$ cat src/rtl/ps2_pkg.sv
// Shared types and constants for the PS/2 host transmitter and receiver.
package ps2_pkg;

  typedef enum logic [2:0] {
    IDLE,
    INHIBIT,
    SHIFT,
    ACK,
    WAIT_IDLE
  } ps2_tx_state_t;

  localparam logic [7:0] CMD_SET_LEDS = 8'hED;
  localparam logic [7:0] CMD_RESET    = 8'hFF;
  localparam logic [7:0] RSP_ACK      = 8'hFA;
  localparam int         FRAME_LEN    = 11;

  function automatic logic odd_par(input logic [7:0] b);
    return ~^b;
  endfunction

endpackage

$ cat src/rtl/ps2_host_tx_if.sv
// Command handshake between a client and the PS/2 host transmitter.
interface ps2_host_tx_if;
  logic [7:0] tx_data;
  logic       tx_valid;
  logic       tx_ready;
  logic       tx_done;
  logic       tx_err;
  logic       busy;

  modport master (output tx_data, tx_valid, input tx_ready, tx_done, tx_err, busy);
  modport slave  (input tx_data, tx_valid, output tx_ready, tx_done, tx_err, busy);
endinterface

$ cat src/rtl/ps2_sync_edge.sv
// 2-FF synchronizer for one PS/2 pin plus a one-cycle falling-edge strobe.
module ps2_sync_edge (
  input  logic clk,
  input  logic rst_n,
  input  logic pin_i,
  output logic level_o,
  output logic fall_o
);
  logic [1:0] sync_q, sync_d;
  logic       prev_q, prev_d;

  always_comb begin
    sync_d = {sync_q[0], pin_i};
    prev_d = sync_q[1];
  end

  // Idle PS/2 lines are high; resetting to 1 avoids a false fall after reset.
  always_ff @(posedge clk) begin
    if (!rst_n) begin
      sync_q <= 2'b11;
      prev_q <= 1'b1;
    end else begin
      sync_q <= sync_d;
      prev_q <= prev_d;
    end
  end

  assign level_o = sync_q[1];
  assign fall_o  = prev_q & ~sync_q[1];
endmodule

$ cat src/rtl/ps2_host_tx.sv
// PS/2 host-to-device command transmitter: inhibit, request-to-send, shift, ack check.
// Define PS2_TX_TIMEOUT_EN to build the watchdog that aborts a stalled frame.
module ps2_host_tx
  import ps2_pkg::*;
#(
  parameter int CLK_HZ     = 100_000_000,
  parameter int INHIBIT_US = 100,
  parameter int TIMEOUT_MS = 15
) (
  input  logic          clk,
  input  logic          rst_n,
  ps2_host_tx_if.slave  tx,
  input  logic          ps2_clk_i,
  input  logic          ps2_data_i,
  output logic          ps2_clk_oe,
  output logic          ps2_data_oe
);
  localparam int INH = CLK_HZ / 1_000_000 * INHIBIT_US;
  localparam int CW  = $clog2(INH + 1);

  if (INH < 2) begin : g_bad_inh
    $error("inhibit window must be at least 2 cycles");
  end
  if (TIMEOUT_MS < 1) begin : g_bad_to
    $error("TIMEOUT_MS must be positive");
  end

  ps2_tx_state_t  state_q, state_d;
  logic [CW-1:0]  cnt_q, cnt_d;
  logic [3:0]     bit_cnt_q, bit_cnt_d;
  logic [7:0]     shift_q, shift_d;
  logic           clk_oe_q, clk_oe_d;
  logic           data_oe_q, data_oe_d;
  logic           done, err, timeout;
  logic           clk_lvl, clk_fall, data_lvl, data_fall_unused;

  ps2_sync_edge u_clk_sync  (.clk, .rst_n, .pin_i(ps2_clk_i),  .level_o(clk_lvl),  .fall_o(clk_fall));
  ps2_sync_edge u_data_sync (.clk, .rst_n, .pin_i(ps2_data_i), .level_o(data_lvl), .fall_o(data_fall_unused));

`ifdef PS2_TX_TIMEOUT_EN
  localparam int TO = CLK_HZ / 1000 * TIMEOUT_MS;
  localparam int WW = $clog2(TO + 1);
  logic [WW-1:0] wd_q, wd_d;

  // Held at 0 until the clock is released, so it counts cycles since SHIFT entry.
  always_comb begin
    wd_d = '0;
    if (state_q inside {SHIFT, ACK, WAIT_IDLE}) wd_d = wd_q + 1'b1;
  end

  always_ff @(posedge clk) begin
    if (!rst_n) wd_q <= '0;
    else        wd_q <= wd_d;
  end

  assign timeout = (state_q inside {SHIFT, ACK, WAIT_IDLE}) && (wd_q == WW'(TO));
`else
  assign timeout = 1'b0;
`endif

  always_comb begin
    state_d   = state_q;
    cnt_d     = cnt_q;
    bit_cnt_d = bit_cnt_q;
    shift_d   = shift_q;
    clk_oe_d  = clk_oe_q;
    data_oe_d = data_oe_q;
    done      = 1'b0;
    err       = 1'b0;
    unique case (state_q)
      IDLE: begin
        clk_oe_d  = 1'b0;
        data_oe_d = 1'b0;
        if (tx.tx_valid) begin
          shift_d  = tx.tx_data;
          cnt_d    = '0;
          clk_oe_d = 1'b1;
          state_d  = INHIBIT;
        end
      end
      INHIBIT: begin
        cnt_d = cnt_q + 1'b1;
        // Start bit goes out one cycle before the clock is released.
        if (cnt_q == CW'(INH - 2)) data_oe_d = 1'b1;
        if (cnt_q == CW'(INH - 1)) begin
          clk_oe_d  = 1'b0;
          bit_cnt_d = '0;
          state_d   = SHIFT;
        end
      end
      SHIFT: begin
        if (clk_fall) begin
          bit_cnt_d = bit_cnt_q + 1'b1;
          if (bit_cnt_q < 4'd8)       data_oe_d = ~shift_q[bit_cnt_q[2:0]];
          else if (bit_cnt_q == 4'd8) data_oe_d = ~odd_par(shift_q);
          else begin
            data_oe_d = 1'b0;
            state_d   = ACK;
          end
        end
      end
      ACK: begin
        if (clk_fall) begin
          if (data_lvl) begin
            err     = 1'b1;
            state_d = IDLE;
          end else begin
            state_d = WAIT_IDLE;
          end
        end
      end
      WAIT_IDLE: begin
        if (clk_lvl && data_lvl) begin
          done    = 1'b1;
          state_d = IDLE;
        end
      end
      default: state_d = IDLE;
    endcase
    if (timeout) begin
      state_d   = IDLE;
      clk_oe_d  = 1'b0;
      data_oe_d = 1'b0;
      done      = 1'b0;
      err       = 1'b1;
    end
  end

  always_ff @(posedge clk) begin
    if (!rst_n) begin
      state_q   <= IDLE;
      cnt_q     <= '0;
      bit_cnt_q <= '0;
      shift_q   <= '0;
      clk_oe_q  <= 1'b0;
      data_oe_q <= 1'b0;
    end else begin
      state_q   <= state_d;
      cnt_q     <= cnt_d;
      bit_cnt_q <= bit_cnt_d;
      shift_q   <= shift_d;
      clk_oe_q  <= clk_oe_d;
      data_oe_q <= data_oe_d;
    end
  end

  assign ps2_clk_oe  = clk_oe_q;
  assign ps2_data_oe = data_oe_q;
  assign tx.tx_ready = (state_q == IDLE);
  assign tx.busy     = (state_q != IDLE);
  assign tx.tx_done  = done;
  assign tx.tx_err   = err;
endmodule

$ cat src/flat_wrapper.sv
// flat-port wrapper written by rule: the top's interface ports become plain ports
module ps2_host_tx_flat import ps2_pkg::*;
#(
  parameter int CLK_HZ     = 100_000_000,
  parameter int INHIBIT_US = 100,
  parameter int TIMEOUT_MS = 15
)
  (clk, rst_n, ps2_clk_i, ps2_data_i, ps2_clk_oe, ps2_data_oe, tx_tx_data, tx_tx_valid, tx_tx_ready, tx_tx_done, tx_tx_err, tx_busy);
  ps2_host_tx_if tx_i ();
  input  logic clk;
  input  logic rst_n;
  input  logic ps2_clk_i;
  input  logic ps2_data_i;
  output logic ps2_clk_oe;
  output logic ps2_data_oe;
  input wire logic [$bits(tx_i.tx_data)-1:0] tx_tx_data;
  input wire logic [$bits(tx_i.tx_valid)-1:0] tx_tx_valid;
  output wire logic [$bits(tx_i.tx_ready)-1:0] tx_tx_ready;
  output wire logic [$bits(tx_i.tx_done)-1:0] tx_tx_done;
  output wire logic [$bits(tx_i.tx_err)-1:0] tx_tx_err;
  output wire logic [$bits(tx_i.busy)-1:0] tx_busy;
  assign tx_i.tx_data = tx_tx_data;
  assign tx_i.tx_valid = tx_tx_valid;
  assign tx_tx_ready = tx_i.tx_ready;
  assign tx_tx_done = tx_i.tx_done;
  assign tx_tx_err = tx_i.tx_err;
  assign tx_busy = tx_i.busy;
  ps2_host_tx #(.CLK_HZ(CLK_HZ), .INHIBIT_US(INHIBIT_US), .TIMEOUT_MS(TIMEOUT_MS)) u_core (.clk(clk), .rst_n(rst_n), .tx(tx_i), .ps2_clk_i(ps2_clk_i), .ps2_data_i(ps2_data_i), .ps2_clk_oe(ps2_clk_oe), .ps2_data_oe(ps2_data_oe));
endmodule
$ cat config.mk
export PLATFORM = sky130hd
export DESIGN_NAME = ps2_host_tx_flat
export DESIGN_NICKNAME = d
export VERILOG_FILES = /design/src/rtl/ps2_pkg.sv /design/src/rtl/ps2_host_tx_if.sv /design/src/rtl/ps2_sync_edge.sv /design/src/rtl/ps2_host_tx.sv /design/src/flat_wrapper.sv
export SDC_FILE = /design/constraint.sdc
export NUM_CORES = 1
export LEC_CHECK = 0
export ABC_AREA = 1
export BUFFER_PORTS_ARGS = -buffer_cell sky130_fd_sc_hd__buf_2
export CAP_MARGIN = 0
export CORE_ASPECT_RATIO = 1.25
export CORE_UTILIZATION = 45
export DETAILED_ROUTE_END_ITERATION = 10
export GPL_ROUTABILITY_DRIVEN = 0
export HOLD_SLACK_MARGIN = 0.06
export MAX_ROUTING_LAYER = met4
export PLACE_DENSITY = 0.61
export SYNTH_ARGS = -nofsm -noshare
export SYNTH_HDL_FRONTEND = slang
export SYNTH_SLANG_ARGS = --single-unit
$ cat constraint.sdc
create_clock -name clk -period 2.1 [get_ports clk]
set_clock_uncertainty 0.15 [all_clocks]
set_input_delay 0.315 -clock clk [delete_from_list [all_inputs] [get_ports clk]]
set_output_delay 0.315 -clock clk [all_outputs]
set_load 0.05 [all_outputs]
==> summary by stage <==
Power and ir drop
The overall power consumption is 2.325 mW. The largest vdd supply drop is 0.7383 mV. In this run the power density over the cells is 1027 nW/um^2. In this run the static leakage power is 0.9586 nW.

Critical path
The type of origin of the critical path is a register. Tracing the worst setup path back leads to its startpoint at u_core.state_q[1]$_SDFFE_PN0P_. The worst register-to-register path begins at u_core.bit_cnt_q[0]$_SDFFE_PN0P_. For the worst setup path, the data arrival time is 1350 ps. The worst setup path is of the register to output port kind.

The worst setup path is captured at an output port. For the worst setup path, the data required time is 1630 ps. The maximum fanout along the worst path is 5.

Clock tree
The CTS H-tree depth is 2. The clock net in this run drives a total of 36 sinks. The buffers inserted during post-CTS setup optimization is 0. The CTS clock-pin slew for the worst setup and hold paths is 70 ps.

The longest clock path from root to sink contains 2 buffers. The insertion delay of the later-clocked pin in the worst-skew pair is 280 ps. The number of gates resized after cts is 0. The number of buffers inserted during clock tree synthesis is 5. The root buffer selected by CTS is sky130_fd_sc_hd__clkbuf_8. The CTS tree is yes.

Yosys
Counting every net in the synthesized netlist gives 313. The most used flip-flop cell after synthesis is sky130_fd_sc_hd__dfxtp_1. Dividing the synthesized area by the synthesized cell count gives 6.793 sq um. The number of enable-type register cells in the synthesized netlist is 0. Synthesis instantiated 35 different standard cells from the library.

Yosys printed 0 warnings. The sequential-to-total area share from yosys stat is 0.3584. For this run, asynchronously set or reset flops after synthesis account for 0. The synthesized design contains 36 register bits.

The cell area that synthesis handed to floorplanning was 2011 sq um. Counting every instance in the synthesized netlist gives 296.

Detailed routing
The number of DRC markers in iteration 0 is 50. Summed over all nets, wire length on met2 after detailed routing comes to 2163 microns. The post-route antenna net violation count is 0. Dividing the detail-routed via count by the number of cells gives 5.077. The post-detailed-route wirelength per cell is 11.60 microns. The routed via count is 1904. Signal routing reaches up to met4. After detailed routing, the wire length on met1 is 1963 microns.

In the routed design, unresolved DRC markers number 0. The total length of routed wires is 4350 microns. Summed over all nets, wire length on met3 after detailed routing comes to 141 microns.

The iteration count of the initial detailed-routing pass is 5.

Die
The placeable core region is 4197 sq um. The die span in y is 76.74 microns. The number of placement rows is 26. The initial standard-cell utilization of the core is 0.4791. The die is 61.79 microns wide. The area enclosed by the die boundary is 4741 sq um.

The number of ports placed on the die boundary is 19.

Global route
The via count of the first global-routing pass came to 1786. The global-route usage over all layers is 0.2221. The global-route wire length before repair is 7686 microns.

For this run the aggregate overflow at the end of global routing stands at 0. The initial antenna violation count is 0. The maximum number of pins on one net before global-route repair is 23.

STA
The total setup violations reported at the end of the flow is 0. The final-report hold violation count is 0. Once routing completed, OpenROAD measured the worst setup slack at 282.2 ps. The worst-margin pin slew is 550.3 ps. Summed over all failing endpoints, the final setup total negative slack is 0 ps.

The relative slew slack is 0.6327. The worst path in the final design needs a cycle of 1818 ps, including I/O delays and setup. The highest clock frequency the design can meet is 550.1 MHz. In the finished design, the share of the clock period the worst path needs comes to 0.8656.

The final-layout worst hold slack is 67.90 ps. The final max-slew violation count was 0. Setup repair after global routing left no endpoint under its margin.

Finish
The net count of the finished layout is 335. The number of inserted diodes is 0. The number of standard cells in the layout, taps in and fillers out is 375. Once layout is complete, the utilization of the core stands at 0.5397. In the final layout, the share of cells above drive strength 1 is 0.1693. The finished cells cover 2265 sq um. The area growth from synthesis to layout is 12.63%.

Place
The number of buffers added on ports is 18. The placement-stage worst setup slack is 368.4 ps. The placed wire-length estimate is 3235 microns. After detailed placement, the design holds a cell count of 366. The post-detailed-placement cell area is 2162 sq um.

Job
Max-cap violations in this run came to 0.

Outcome
The run finished with clean final reports.

Worst hold path
The worst hold path belongs to the class input port to register. The worst hold path begins at ps2_clk_i.
## routing by layer
metal  global-route usage  up-vias
li1                     -     1009
met1               0.2646      856
met2               0.3656       32
met3              0.03035        7
met4              0.08889        0
met5                    -        -
## power breakdown
group	switching, mW	internal [mW]	leakage (nW)
Clock	0.244	0.262	0.0510
Sequential	0.0913	0.770	0.294
Combinational	0.680	0.278	0.614
Total	1.02	1.31	0.959
## sequential cells by signal, indices dropped and copies added, names as in the netlist
signal and cells:
u_core.ps2_data_oe 1, u_core.ps2_clk_oe 1, u_core.u_data_sync.sync_q 2, u_core.u_clk_sync.prev_q 1
u_core.state_q 3, u_core.shift_q 8, u_core.bit_cnt_q 4, u_core.u_clk_sync.sync_q 2
u_core.cnt_q 14
## Yosys cell counts, types with 2 or more instances
| cell | number | area [sq um] |
|---|---|---|
| sky130_fd_sc_hd__nor4_1 | 2 | 12.51 |
| sky130_fd_sc_hd__nand2_2 | 4 | 25.02 |
| sky130_fd_sc_hd__o211ai_1 | 3 | 22.52 |
| sky130_fd_sc_hd__inv_1 | 41 | 153.9 |
| sky130_fd_sc_hd__nand3_1 | 20 | 100.1 |
| sky130_fd_sc_hd__buf_2 | 3 | 15.01 |
| sky130_fd_sc_hd__a21oi_1 | 27 | 135.1 |
| sky130_fd_sc_hd__xnor2_1 | 2 | 17.52 |
| sky130_fd_sc_hd__nor2_4 | 4 | 45.04 |
| sky130_fd_sc_hd__nand4_1 | 5 | 31.28 |
| sky130_fd_sc_hd__ha_1 | 4 | 50.05 |
| sky130_fd_sc_hd__clkbuf_1 | 3 | 11.26 |
| sky130_fd_sc_hd__inv_2 | 4 | 15.01 |
| sky130_fd_sc_hd__o21ai_1 | 3 | 15.01 |
| sky130_fd_sc_hd__nor3_1 | 4 | 20.02 |
| sky130_fd_sc_hd__o21ai_0 | 12 | 60.06 |
| sky130_fd_sc_hd__or2_2 | 4 | 25.02 |
| sky130_fd_sc_hd__dfxtp_1 | 36 | 720.7 |
| sky130_fd_sc_hd__a31oi_1 | 2 | 12.51 |
| sky130_fd_sc_hd__o21bai_1 | 2 | 15.01 |
| sky130_fd_sc_hd__nor2_1 | 19 | 71.32 |
| sky130_fd_sc_hd__nand2_1 | 78 | 292.8 |
| sky130_fd_sc_hd__o22ai_1 | 2 | 12.51 |
## worst paths after layout
| path | to | slack, ps | depth (start not counted) |
|---|---|---|---|
| worst min register to register | u_core.u_clk_sync.sync_q[1]$_SDFF_PN1_ | 260 | 1 |
| worst max register to register | u_core.state_q[0]$_SDFFE_PN0P_ | 350 | 10 |
| worst min-delay path | u_core.u_clk_sync.sync_q[0]$_SDFF_PN1_ | 70 | 2 |
| worst max-delay path | tx_busy | 280 | 3 |
## cells in the final DEF, fill, tap and decap left out, types with 2 or more instances in the layout
master and count:
sky130_fd_sc_hd__o21bai_1 2, sky130_fd_sc_hd__inv_1 41, sky130_fd_sc_hd__a21oi_1 27, sky130_fd_sc_hd__a31oi_1 2
sky130_fd_sc_hd__o211ai_1 3, sky130_fd_sc_hd__o22ai_1 2, sky130_fd_sc_hd__nand4_1 5, sky130_fd_sc_hd__o21ai_0 12
sky130_fd_sc_hd__nand3_1 20, sky130_fd_sc_hd__clkinv_2 2, sky130_fd_sc_hd__nand2_1 78, sky130_fd_sc_hd__o21ai_1 3
sky130_fd_sc_hd__dfxtp_1 36, sky130_fd_sc_hd__buf_2 18, sky130_fd_sc_hd__ha_1 4, sky130_fd_sc_hd__nand2_2 4
sky130_fd_sc_hd__inv_2 4, sky130_fd_sc_hd__xnor2_1 2, sky130_fd_sc_hd__nor3_1 4, sky130_fd_sc_hd__or2_2 4
sky130_fd_sc_hd__buf_4 3, sky130_fd_sc_hd__nor2_4 4, sky130_fd_sc_hd__clkbuf_8 6, sky130_fd_sc_hd__nor2_1 19
## worst max-delay path: stages (launching register included)
cell and delay (ps):
sky130_fd_sc_hd__dfxtp_1 490, sky130_fd_sc_hd__inv_2 120, sky130_fd_sc_hd__nand2_2 170, sky130_fd_sc_hd__buf_2 290
## timing repair
item / in CTS / in global routing
endpoints found under the hold margin: 1 / 0
hold buffers: 1 / 0
endpoints found under the setup margin: 0 / 0
## layout make-up
| cell class | instances | area, sq um |
|---|---|---|
| Multi-Input combinational cell | 208 | 1090 |
| Clock inverter | 2 | 10.01 |
| Clock buffer | 6 | 82.58 |
| Sequential cell | 36 | 720.7 |
| Inverter | 45 | 168.9 |
| Fill cell | 420 | 1932 |
| Timing Repair Buffer | 22 | 122.6 |
| Tap cell | 56 | 70.07 |
## cell families (layout without fill, tap and decap cells)
group,Yosys count,count (layout),synth area share
simple gates,144,144,0.3348
compound gates,57,57,0.1661
buf+inv,52,75,0.1027
flops,36,36,0.3584
fa+ha+maj,4,4,0.02489
xor+xnor,3,3,0.01307
Note: power is estimated with default switching activity, not from simulation.
